### src/rtl/segscan_spi_ctrl.sv
// segscan_spi_ctrl: SPI-written N-digit 7-segment display scanner that also
// scans a shared keypad matrix, debounces it and returns the lowest pressed
// key on MISO. All SPI pins are oversampled on clk.
// Build option: define SEGSCAN_DP_EN to make frame bit 7 a decimal point
// (adds port seg_dp_n) instead of a blank flag.
module segscan_spi_ctrl #(
    parameter int NUM_DIGITS  = 4,
    parameter int KEY_COLS    = 4,
    parameter int REFRESH_DIV = 1024,
    parameter int DEBOUNCE    = 4
) (
    input  logic                  clk,
    input  logic                  rst_n,
    input  logic                  spi_sck,
    input  logic                  spi_mosi,
    input  logic                  spi_en,
    output logic                  spi_miso,
    output logic                  miso_oe_n,
    input  logic [KEY_COLS-1:0]   key_col,
    output logic [6:0]            seg_n,
`ifdef SEGSCAN_DP_EN
    output logic                  seg_dp_n,
`endif
    output logic [NUM_DIGITS-1:0] dig_sel_n,
    output logic                  frame_err
);
    localparam int SW = (NUM_DIGITS > 1) ? $clog2(NUM_DIGITS) : 1;
    localparam int DW = $clog2(REFRESH_DIV);
    localparam int NK = NUM_DIGITS * KEY_COLS;
    localparam int CW = $clog2(DEBOUNCE + 1);

    function automatic logic [6:0] font(input logic [3:0] v);
        case (v)
            4'h0: font = 7'h7E;
            4'h1: font = 7'h30;
            4'h2: font = 7'h6D;
            4'h3: font = 7'h79;
            4'h4: font = 7'h33;
            4'h5: font = 7'h5B;
            4'h6: font = 7'h5F;
            4'h7: font = 7'h70;
            4'h8: font = 7'h7F;
            4'h9: font = 7'h7B;
            4'hA: font = 7'h77;
            4'hB: font = 7'h1F;
            4'hC: font = 7'h4E;
            4'hD: font = 7'h3D;
            4'hE: font = 7'h4F;
            default: font = 7'h47;
        endcase
    endfunction

    // ---------------- input synchronisers ----------------
    logic                sck_m_q, sck_s_q, sck_p_q;
    logic                en_m_q, en_s_q, en_p_q;
    logic                mosi_m_q, mosi_s_q;
    logic [KEY_COLS-1:0] key_m_q, key_s_q;
    logic                sck_rise, sck_fall, en_rise, en_fall;

    // Two-flop synchronisers plus a delayed copy for edge detection
    always_ff @(posedge clk) begin
        if (!rst_n) begin
            sck_m_q  <= 1'b0;
            sck_s_q  <= 1'b0;
            sck_p_q  <= 1'b0;
            en_m_q   <= 1'b0;
            en_s_q   <= 1'b0;
            en_p_q   <= 1'b0;
            mosi_m_q <= 1'b0;
            mosi_s_q <= 1'b0;
            key_m_q  <= '0;
            key_s_q  <= '0;
        end else begin
            sck_m_q  <= spi_sck;
            sck_s_q  <= sck_m_q;
            sck_p_q  <= sck_s_q;
            en_m_q   <= spi_en;
            en_s_q   <= en_m_q;
            en_p_q   <= en_s_q;
            mosi_m_q <= spi_mosi;
            mosi_s_q <= mosi_m_q;
            key_m_q  <= key_col;
            key_s_q  <= key_m_q;
        end
    end

    assign sck_rise = sck_s_q & ~sck_p_q;
    assign sck_fall = ~sck_s_q & sck_p_q;
    assign en_rise  = en_s_q & ~en_p_q;
    assign en_fall  = ~en_s_q & en_p_q;

    // ---------------- SPI frame engine ----------------
    logic [7:0] rx_q, rx_d, tx_q, tx_d, status;
    logic [3:0] cnt_q, cnt_d;
    logic       err_q, err_d, commit, wr_ok;
    logic [SW-1:0] wr_sel;

    assign wr_ok  = ({1'b0, rx_q[6:4]} < 4'(NUM_DIGITS));
    assign wr_sel = rx_q[SW+3:4];

    // Next-state for shift registers, bit count, sticky error and commit strobe
    always_comb begin
        rx_d   = rx_q;
        tx_d   = tx_q;
        cnt_d  = cnt_q;
        err_d  = err_q;
        commit = 1'b0;
        if (en_rise) begin
            cnt_d = '0;
            tx_d  = status;
        end else if (en_s_q) begin
            if (sck_rise) begin
                rx_d = {rx_q[6:0], mosi_s_q};
                if (cnt_q != 4'd9) cnt_d = cnt_q + 4'd1;
            end
            if (sck_fall) tx_d = {tx_q[6:0], 1'b0};
        end
        if (en_fall) begin
            if (cnt_q == 4'd8) commit = wr_ok;
            else               err_d  = 1'b1;
        end
    end

    // Frame engine registers
    always_ff @(posedge clk) begin
        if (!rst_n) begin
            rx_q  <= '0;
            tx_q  <= '0;
            cnt_q <= '0;
            err_q <= 1'b0;
        end else begin
            rx_q  <= rx_d;
            tx_q  <= tx_d;
            cnt_q <= cnt_d;
            err_q <= err_d;
        end
    end

    assign spi_miso  = tx_q[7];
    assign miso_oe_n = ~en_s_q;
    assign frame_err = err_q;

    // ---------------- display register file ----------------
    logic [NUM_DIGITS-1:0]      blank_q;
    logic [NUM_DIGITS-1:0][3:0] val_q;
`ifdef SEGSCAN_DP_EN
    logic [NUM_DIGITS-1:0]      dp_q;
`endif

    // Digit entries, written by committed in-range frames
    always_ff @(posedge clk) begin
        if (!rst_n) begin
            blank_q <= '1;
            val_q   <= '0;
`ifdef SEGSCAN_DP_EN
            dp_q    <= '0;
`endif
        end else if (commit) begin
            val_q[wr_sel]   <= rx_q[3:0];
`ifdef SEGSCAN_DP_EN
            dp_q[wr_sel]    <= rx_q[7];
            blank_q[wr_sel] <= 1'b0;
`else
            blank_q[wr_sel] <= rx_q[7];
`endif
        end
    end

    // ---------------- scanner and debounce ----------------
    logic [DW-1:0] div_q, div_d;
    logic [SW-1:0] slot_q, slot_d;
    logic [NK-1:0] raw_q, raw_d, prev_q, prev_d, deb_q, deb_d;
    logic [CW-1:0] stab_q, stab_d;

    // Divider/slot walk, column capture at slot end, full-matrix debounce at wrap
    always_comb begin
        div_d  = div_q + DW'(1);
        slot_d = slot_q;
        raw_d  = raw_q;
        prev_d = prev_q;
        deb_d  = deb_q;
        stab_d = stab_q;
        if (div_q == DW'(REFRESH_DIV - 1)) begin
            div_d = '0;
            raw_d[slot_q*KEY_COLS +: KEY_COLS] = key_s_q;
            if (slot_q == SW'(NUM_DIGITS - 1)) begin
                slot_d = '0;
                prev_d = raw_d;
                if (raw_d == prev_q) begin
                    if (stab_q != CW'(DEBOUNCE)) stab_d = stab_q + CW'(1);
                end else begin
                    stab_d = CW'(1);
                end
                if (stab_d == CW'(DEBOUNCE)) deb_d = raw_d;
            end else begin
                slot_d = slot_q + SW'(1);
            end
        end
    end

    // Scanner and debounce registers
    always_ff @(posedge clk) begin
        if (!rst_n) begin
            div_q  <= '0;
            slot_q <= '0;
            raw_q  <= '0;
            prev_q <= '0;
            deb_q  <= '0;
            stab_q <= '0;
        end else begin
            div_q  <= div_d;
            slot_q <= slot_d;
            raw_q  <= raw_d;
            prev_q <= prev_d;
            deb_q  <= deb_d;
            stab_q <= stab_d;
        end
    end

    // Status byte: lowest set bit of the debounced matrix, row-major
    logic found;
    always_comb begin
        status = '0;
        found  = 1'b0;
        for (int unsigned i = 0; i < NK; i++) begin
            if (deb_q[i] && !found) begin
                found  = 1'b1;
                status = {1'b1, 7'(i)};
            end
        end
    end

    // ---------------- output registers ----------------
    logic [6:0]            seg_d;
    logic [NUM_DIGITS-1:0] sel_d;
    logic                  blanking;
`ifdef SEGSCAN_DP_EN
    logic                  dp_n_d;
`endif

    assign blanking = (div_q < DW'(2));

    // Segment, digit-select and decimal-point values for the current slot
    always_comb begin
        seg_d = blank_q[slot_q] ? 7'h7F : ~font(val_q[slot_q]);
        sel_d = '1;
        if (!blanking) sel_d[slot_q] = 1'b0;
`ifdef SEGSCAN_DP_EN
        dp_n_d = (blanking || blank_q[slot_q]) ? 1'b1 : ~dp_q[slot_q];
`endif
    end

    // Registered display outputs
    always_ff @(posedge clk) begin
        if (!rst_n) begin
            seg_n     <= 7'h7F;
            dig_sel_n <= '1;
`ifdef SEGSCAN_DP_EN
            seg_dp_n  <= 1'b1;
`endif
        end else begin
            seg_n     <= seg_d;
            dig_sel_n <= sel_d;
`ifdef SEGSCAN_DP_EN
            seg_dp_n  <= dp_n_d;
`endif
        end
    end

endmodule
### config.mk
export PLATFORM = sky130hd
export DESIGN_NAME = segscan_spi_ctrl
export DESIGN_NICKNAME = d
export VERILOG_FILES = /design/src/rtl/segscan_spi_ctrl.sv
export SDC_FILE = /design/constraint.sdc
export NUM_CORES = 1
export LEC_CHECK = 0
export CAP_MARGIN = 20
export CORE_ASPECT_RATIO = 2
export CORE_UTILIZATION = 35
export DETAILED_ROUTE_END_ITERATION = 10
export PLACE_DENSITY = 0.51
export SLEW_MARGIN = 20
export SYNTH_ARGS = -nofsm -noshare
export SYNTH_HDL_FRONTEND = slang
export SYNTH_SLANG_ARGS = --single-unit
### constraint.sdc
create_clock -name clk -period 2.9 [get_ports clk]
set_input_delay 0.58 -clock clk [delete_from_list [all_inputs] [get_ports clk]]
set_output_delay 0.58 -clock clk [all_outputs]
set_load 0.1 [all_outputs]
# --- Word level (Yosys, flattened, before mapping) ---
# Memories as Yosys holds them, arrays and structs flattened.
# Cells that the tools add are included.
word_totals:
  register_bits: 131
  rom_bits: 112
  input_bits: 9
  out_inout_bits: 14
  mem_count: 1
classes:
  add_sub_neg: 5
  n_lt_le_gt_ge: 6
  eq_ne: 7
  shift: 2
  n_mux: 54
  n_bitwise: 13
  reduce_logical: 44
memory_table:
  columns: ["memory", "depth", "word_bits", "rd", "rd_clocked_by_memory_dff", "wr", "line", "text"]
  rows:
  - ["(no name shown)", 16, 7, 1, 0, 0, "33", "case (v)"]
op_table:
  columns: ["op", "count"]
  rows:
  - ["$mux W8", 19]
  - ["$neg A4 Y34", 1]
  - ["$shift A4 B34 Y16 const A", 1]
  - ["$shiftx A4 B34 Y16", 1]
  - ["$bwmux W16", 2]
  - ["$mux W1", 20]
  - ["$logic_and A1 B1 Y1", 17]
  - ["$eq A16 B16 Y1", 1]
  - ["$logic_not A1 Y1", 15]
  - ["$mux W3", 4]
  - ["$add A10 B1 Y10 const B", 1]
  - ["$eq A10 B10 Y1 const B", 1]
  - ["$lt A10 B2 Y1 const B", 1]
  - ["$reduce_and A3 Y1", 3]
  - ["$bmux W4 S2", 1]
  - ["$demux W4 S2", 1]
  - ["$mux W4", 2]
  - ["$reduce_or A2 Y1", 4]
  - ["$not A1 Y1", 7]
  - ["$not A7 Y7", 1]
  - ["$lt A2 B3 Y1 const B", 2]
  - ["$reduce_and A2 Y1", 3]
  - ["$add A4 B1 Y4 const B", 1]
  - ["$and A1 B1 Y1", 4]
  - ["15 further kinds", 18]

# --- Longest topological paths before layout ---
logic_depth:
  depth_word: 47
  depth_mapped: 13

# --- Least setup slack after synthesis ---
# Ideal clock, no wire load.
synth_timing:
  kind: "flip-flop to flip-flop"
  from: "reg slot_q[0]"
  to: "reg deb_q[10]"
  setup_time_ns: 0.120
  t_arrival_ns: 2.795
  slack_ns: -0.015
  stages_incl_launch_ff: 14
  path_cell_list: "dfxtp_1 buf_4 buf_4 inv_1 ha_1 buf_6 nor4bb_1 xor2_1 a222oi_1 nand4_1 nor3_4 nand3_4 buf_6 mux2i_1"
synth_between:
  elab_chain_cells: 9
  elab_cells_between_ends: 11
synth_rtl:
  columns: ["element", "line", "text"]
  rows:
  - ["start: declaration", "171", "logic [SW-1:0] slot_q, slot_d;"]
  - ["start signal: assignment", "212", "slot_q <= slot_d;"]
  - ["$neg A4 Y34", "185", "raw_d[slot_q*KEY_COLS +: KEY_COLS] = key_s_q;"]
  - ["$shiftx A4 B34 Y16 / $shift A4 B34 Y16 (equally long branches)", "185", null]
  - ["$bwmux W16", "185", null]
  - ["$eq A16 B16 Y1", "189", "if (raw_d == prev_q) begin"]
  - ["$mux W3", "189", null]
  - ["$mux W3", "186", "if (slot_q == SW'(NUM_DIGITS - 1)) begin"]
  - ["$mux W3", "183", "if (div_q == DW'(REFRESH_DIV - 1)) begin"]
  - ["$eq A3 B3 Y1", "194", "if (stab_d == CW'(DEBOUNCE)) deb_d = raw_d;"]
  - ["$reduce_and A3 Y1 (no source line)", null, null]
  - ["end signal: assignment", "208", "deb_q <= '0;"]
  - ["end signal: assignment", "215", "deb_q <= deb_d;"]
  - ["end: declaration", "172", "logic [NK-1:0] raw_q, raw_d, prev_q, prev_d, deb_q, deb_d;"]
# Parallel ways exist; a longest one is shown, timed or not. The select of a mux whose other input is x is not followed.
# A chain may end at the register's enable or synchronous reset.

# --- Final worst setup path ---
layout_timing:
  from: "reg slot_q[0]"
  to: "reg deb_q[3]"
# Same word-level chain as after synthesis.

==> flow_metrics.env <==
export IMPL_avgSynthCellArea_um2=8.990
export IMPL_post_cts_resized_instances=0
export IMPL_power_switching_fraction=0.2105
export IMPL_row_count=67
export IMPL_synth_compound_gate_area_share=0.1336
export IMPL_seqPwrFrac=0.425
export IMPL_synth_top_cell_area_share=0.4322
export IMPL_xor_xnor_fraction_of_synth_area=0.03031
export IMPL_timing_critical_path_arrival_ps=3050
export IMPL_min_path_cells=1
export IMPL_route_detailed_vias_per_inst=5.224
export IMPL_nNetsFinal=735
export IMPL_top_post_synthesis_cells_by_count="131 x dfxtp_1, 87 x nor2_1, 79 x nand2_1, 47 x mux2i_1"
export IMPL_maxCapViolCount=0
export IMPL_setup_repair_after_global_routing_missed_its_margin="no"
export IMPL_finalSetupViolations=0
export IMPL_cts_max_path_buffers=2
export IMPL_grtUsageTotal=0.1837
export IMPL_criticalPathCategory="reg2reg"
export IMPL_routed_wl_um=15300
export IMPL_die_width_um=95.11
export IMPL_ys_async_sr_fraction=0
export IMPL_cts_tree="built"
export IMPL_synth_fa_ha_area_frac=0.03711
export IMPL_timing_max_slew_rel_slack=0.5329
export IMPL_mappedNetlistNets=702
export IMPL_top_level_ports=23
export IMPL_synth_enable_flop_cells=0
export IMPL_hold_worst_slack_ps=431.5
export IMPL_fin_skew_ps=12.25
export IMPL_synth_mux_area_frac=0.1016
export IMPL_diodes=0
export IMPL_layout_min_cycle_time_ps=2708
export IMPL_layout_worst_path_cycle_share=0.9338
export IMPL_synth_flop_cell="dfxtp_1"
export IMPL_crit_reg2reg_launch="slot_q[0]"
export IMPL_fin_setup_tns_ps=0
export IMPL_worst_r2r_endpoint="deb_q[3]"
export IMPL_drtPass1Iterations=4
export IMPL_timing_final_max_slew_violations=0
export IMPL_power_density_nw_per_um2=598.0
export IMPL_ratio_of_cells_with_drive_above_1_in_the_final_layout=0.1250
export IMPL_hold_path_end="en_s_q"
export IMPL_min_delay_start="en_m_q"
export IMPL_syn2layout_area_growth_pct=18.89
export IMPL_synthMostInstantiatedCell="dfxtp_1"
export IMPL_remaining_drc_errors=0
export IMPL_hold_crit_path_type="reg2reg"
export IMPL_multi_input_comb_area_um2=3197
export IMPL_max_clock_freq_ghz=0.3693
export IMPL_status="complete, no violations"
export IMPL_netlist_top_cells_area="dfxtp_1 43%, mux2i_1 7.8%, nor2_1 5.4%"
export IMPL_crit_required_ps=3240
export IMPL_leakagePower_nw=2.835
export IMPL_gp_routability_congestion=0.9149
export IMPL_mappedNetlistArea_um2=6068
export IMPL_net_switching_power_w=0.0009084
export IMPL_residual_overflow_from_global_routing=0
export IMPL_r2r_setup_slack_ps=190
export IMPL_synthSimpleGateAreaFrac=0.2231
export IMPL_synthDominantAreaCellType="dfxtp_1"
export IMPL_grt_start_max_net_pins=57
export IMPL_core_um2=16850
export IMPL_grt_pass1_wl_um=24590
export IMPL_synth_lib_cells_used_distinct=62
export IMPL_die_area_um2=17900
export IMPL_numPortBuffers=22
export IMPL_clk_transition_reported_paths_ps=60
export IMPL_hold_violations=0
export IMPL_antenna_found_initial=0
export IMPL_ir_worst_vdd_uv=300.8
export IMPL_final_seq_area_um2=2623
export IMPL_worstMarginPinSlew_ps=690.9
export IMPL_rr_worst_depth=10
export IMPL_root_buffer="clkbuf_16"
export IMPL_routed_wire_length_per_instance_um=16.51
export IMPL_initial_drc_count=217
export IMPL_synth_top_family_by_area="simple AND/OR/NAND/NOR gates"
export IMPL_critical_path_endpoint_type="register"
export IMPL_clock_power_share=0.547
export IMPL_synth_yosys_seq_area_share=0.4322
export IMPL_numCtsBuffers=17
export IMPL_ys_ff_latch=131
export IMPL_synthesis_yosys_warnings=0
export IMPL_internal_power_w=0.003406
export IMPL_worstPathCellList="inv_1 -> ha_1 -> and4bb_4 -> a21oi_4 -> xnor2_1 -> a2111o_1 -> nor3_4 -> nand3_4 -> buf_12 -> mux2i_1"
export IMPL_slowest_stage="and4bb_4"
export IMPL_cpPeakStageDelay_ps=440
export IMPL_first_global_vias=4879
export IMPL_routed_via_count=4843
export IMPL_die_height_um=188.2
export IMPL_drtAntennaViolNets=0
export IMPL_critPathMaxFanout=16
export IMPL_postSynthCellCount=675
export IMPL_cts_htree_levels=4
export IMPL_cp_start_kind="register"
export IMPL_clkLatencyLatePin_ps=420
export IMPL_initial_core_util=0.3601
export IMPL_utilization=0.4282
export IMPL_combPwrFrac=0.028
export IMPL_dpl_hpwl_um=11470
export IMPL_nFillCells=1663
export IMPL_cts_sinks=131
## worst max path at each step
stage	cells after the start	startpoint	slack [ps]	end
6_report	10	slot_q[0]	190	deb_q[3]
4_1_cts	9	slot_q[0]	20	deb_q[3]
5_1_grt	10	slot_q[0]	30	deb_q[3]
3_3_place_gp	9	slot_q[0]	140	deb_q[0]
3_5_place_dp	9	slot_q[0]	40	deb_q[3]
2_1_floorplan	13	slot_q[0]	7	deb_q[10]
## power groups by stage
stage | Clock (W) | Sequential [W] | Combinational [W]
detailed placement | 0 | 0.00187 | 0.000124
floorplan | 0 | 0.00189 | 0.0000664
CTS | 0.00241 | 0.00183 | 0.000125
global placement | 0 | 0.00187 | 0.000124
global route | 0.00250 | 0.00183 | 0.000133
finish | 0.00236 | 0.00183 | 0.000122
## stage by stage
| stage | cell area, µm² | power [W] | setup WS, ps | cells |
|---|---|---|---|---|
| finish | 7214 | 0.004314 | 191.9 | 927 |
| global route | 7214 | 0.004465 | 26.43 | 927 |
| CTS | 7194 | 0.004370 | 22.40 | 926 |
| detailed placement | 6548 | 0.001997 | 36.81 | 895 |
| global placement | 6548 | 0.001996 | 135.4 | 895 |
| floorplan | 6086 | 0.001952 | 7.361 | 675 |
## cells in the final DEF (no fill, tap or decap), types with 17 or more instances in the layout
cell type / netlist / layout
nand2_1: 79 / 79
inv_1: 26 / 26
a21oi_1: 33 / 33
nand2b_1: 32 / 32
clkbuf_16: 0 / 17
ha_1: 18 / 18
and2_1: 17 / 17
a211oi_1: 33 / 33
dfxtp_1: 131 / 131
nor2_1: 87 / 87
buf_4: 2 / 39
mux2i_1: 47 / 47
## area by class of cell
cell class | count | area share
Timing Repair Buffer | 48 | 0.05376
Tap cell | 207 | 0.03590
Multi-Input combinational cell | 483 | 0.4431
Sequential cell | 131 | 0.3635
Inverter | 27 | 0.01405
Clock inverter | 12 | 0.02827
Clock buffer | 19 | 0.06139
## layer usage
metal | global-route usage | routed length [µm] | up-vias
met5 | 0 | 0 | -
met4 | 0.1212 | 773 | 0
met3 | 0.03309 | 411 | 37
met2 | 0.3470 | 8622 | 117
met1 | 0.1706 | 5495 | 2280
li1 | - | - | 2409
## what timing repair did
| action | in CTS | in global routing |
|---|---|---|
| endpoints found under the setup margin | 0 | 16 |
| hold buffers | 0 | 0 |
| setup buffers | 0 | 1 |
## state kept, by name, indices dropped and copies added (netlist names), 2 cells and up
| signal | flops |
|---|---|
| key_s_q | 4 |
| stab_q | 3 |
| rx_q | 8 |
| prev_q | 16 |
| val_q | 16 |
| cnt_q | 4 |
| dig_sel_n | 4 |
| tx_q | 8 |
| blank_q | 4 |
| raw_q | 16 |
| slot_q | 2 |
| seg_n | 7 |
| div_q | 10 |
| key_m_q | 4 |
| deb_q | 16 |
## cell families (layout without fill, tap and decap cells)
kind of cell	count (synthesis)	in the layout
xor+xnor	21	21
mux	54	54
simple gates	275	275
flops	131	131
compound gates	115	115
fa+ha+maj	18	18
buf+inv	61	106
## worst max-delay path: cells and delay by family, from the launching register on
kind | cells | cell delay (ps)
compound gates | 2 | 460
xor+xnor | 1 | 140
fa+ha+maj | 1 | 420
buf+inv | 2 | 250
flops | 1 | 320
mux | 1 | 170
simple gates | 3 | 860
No activity file was read; power rests on OpenSTA's default activity.
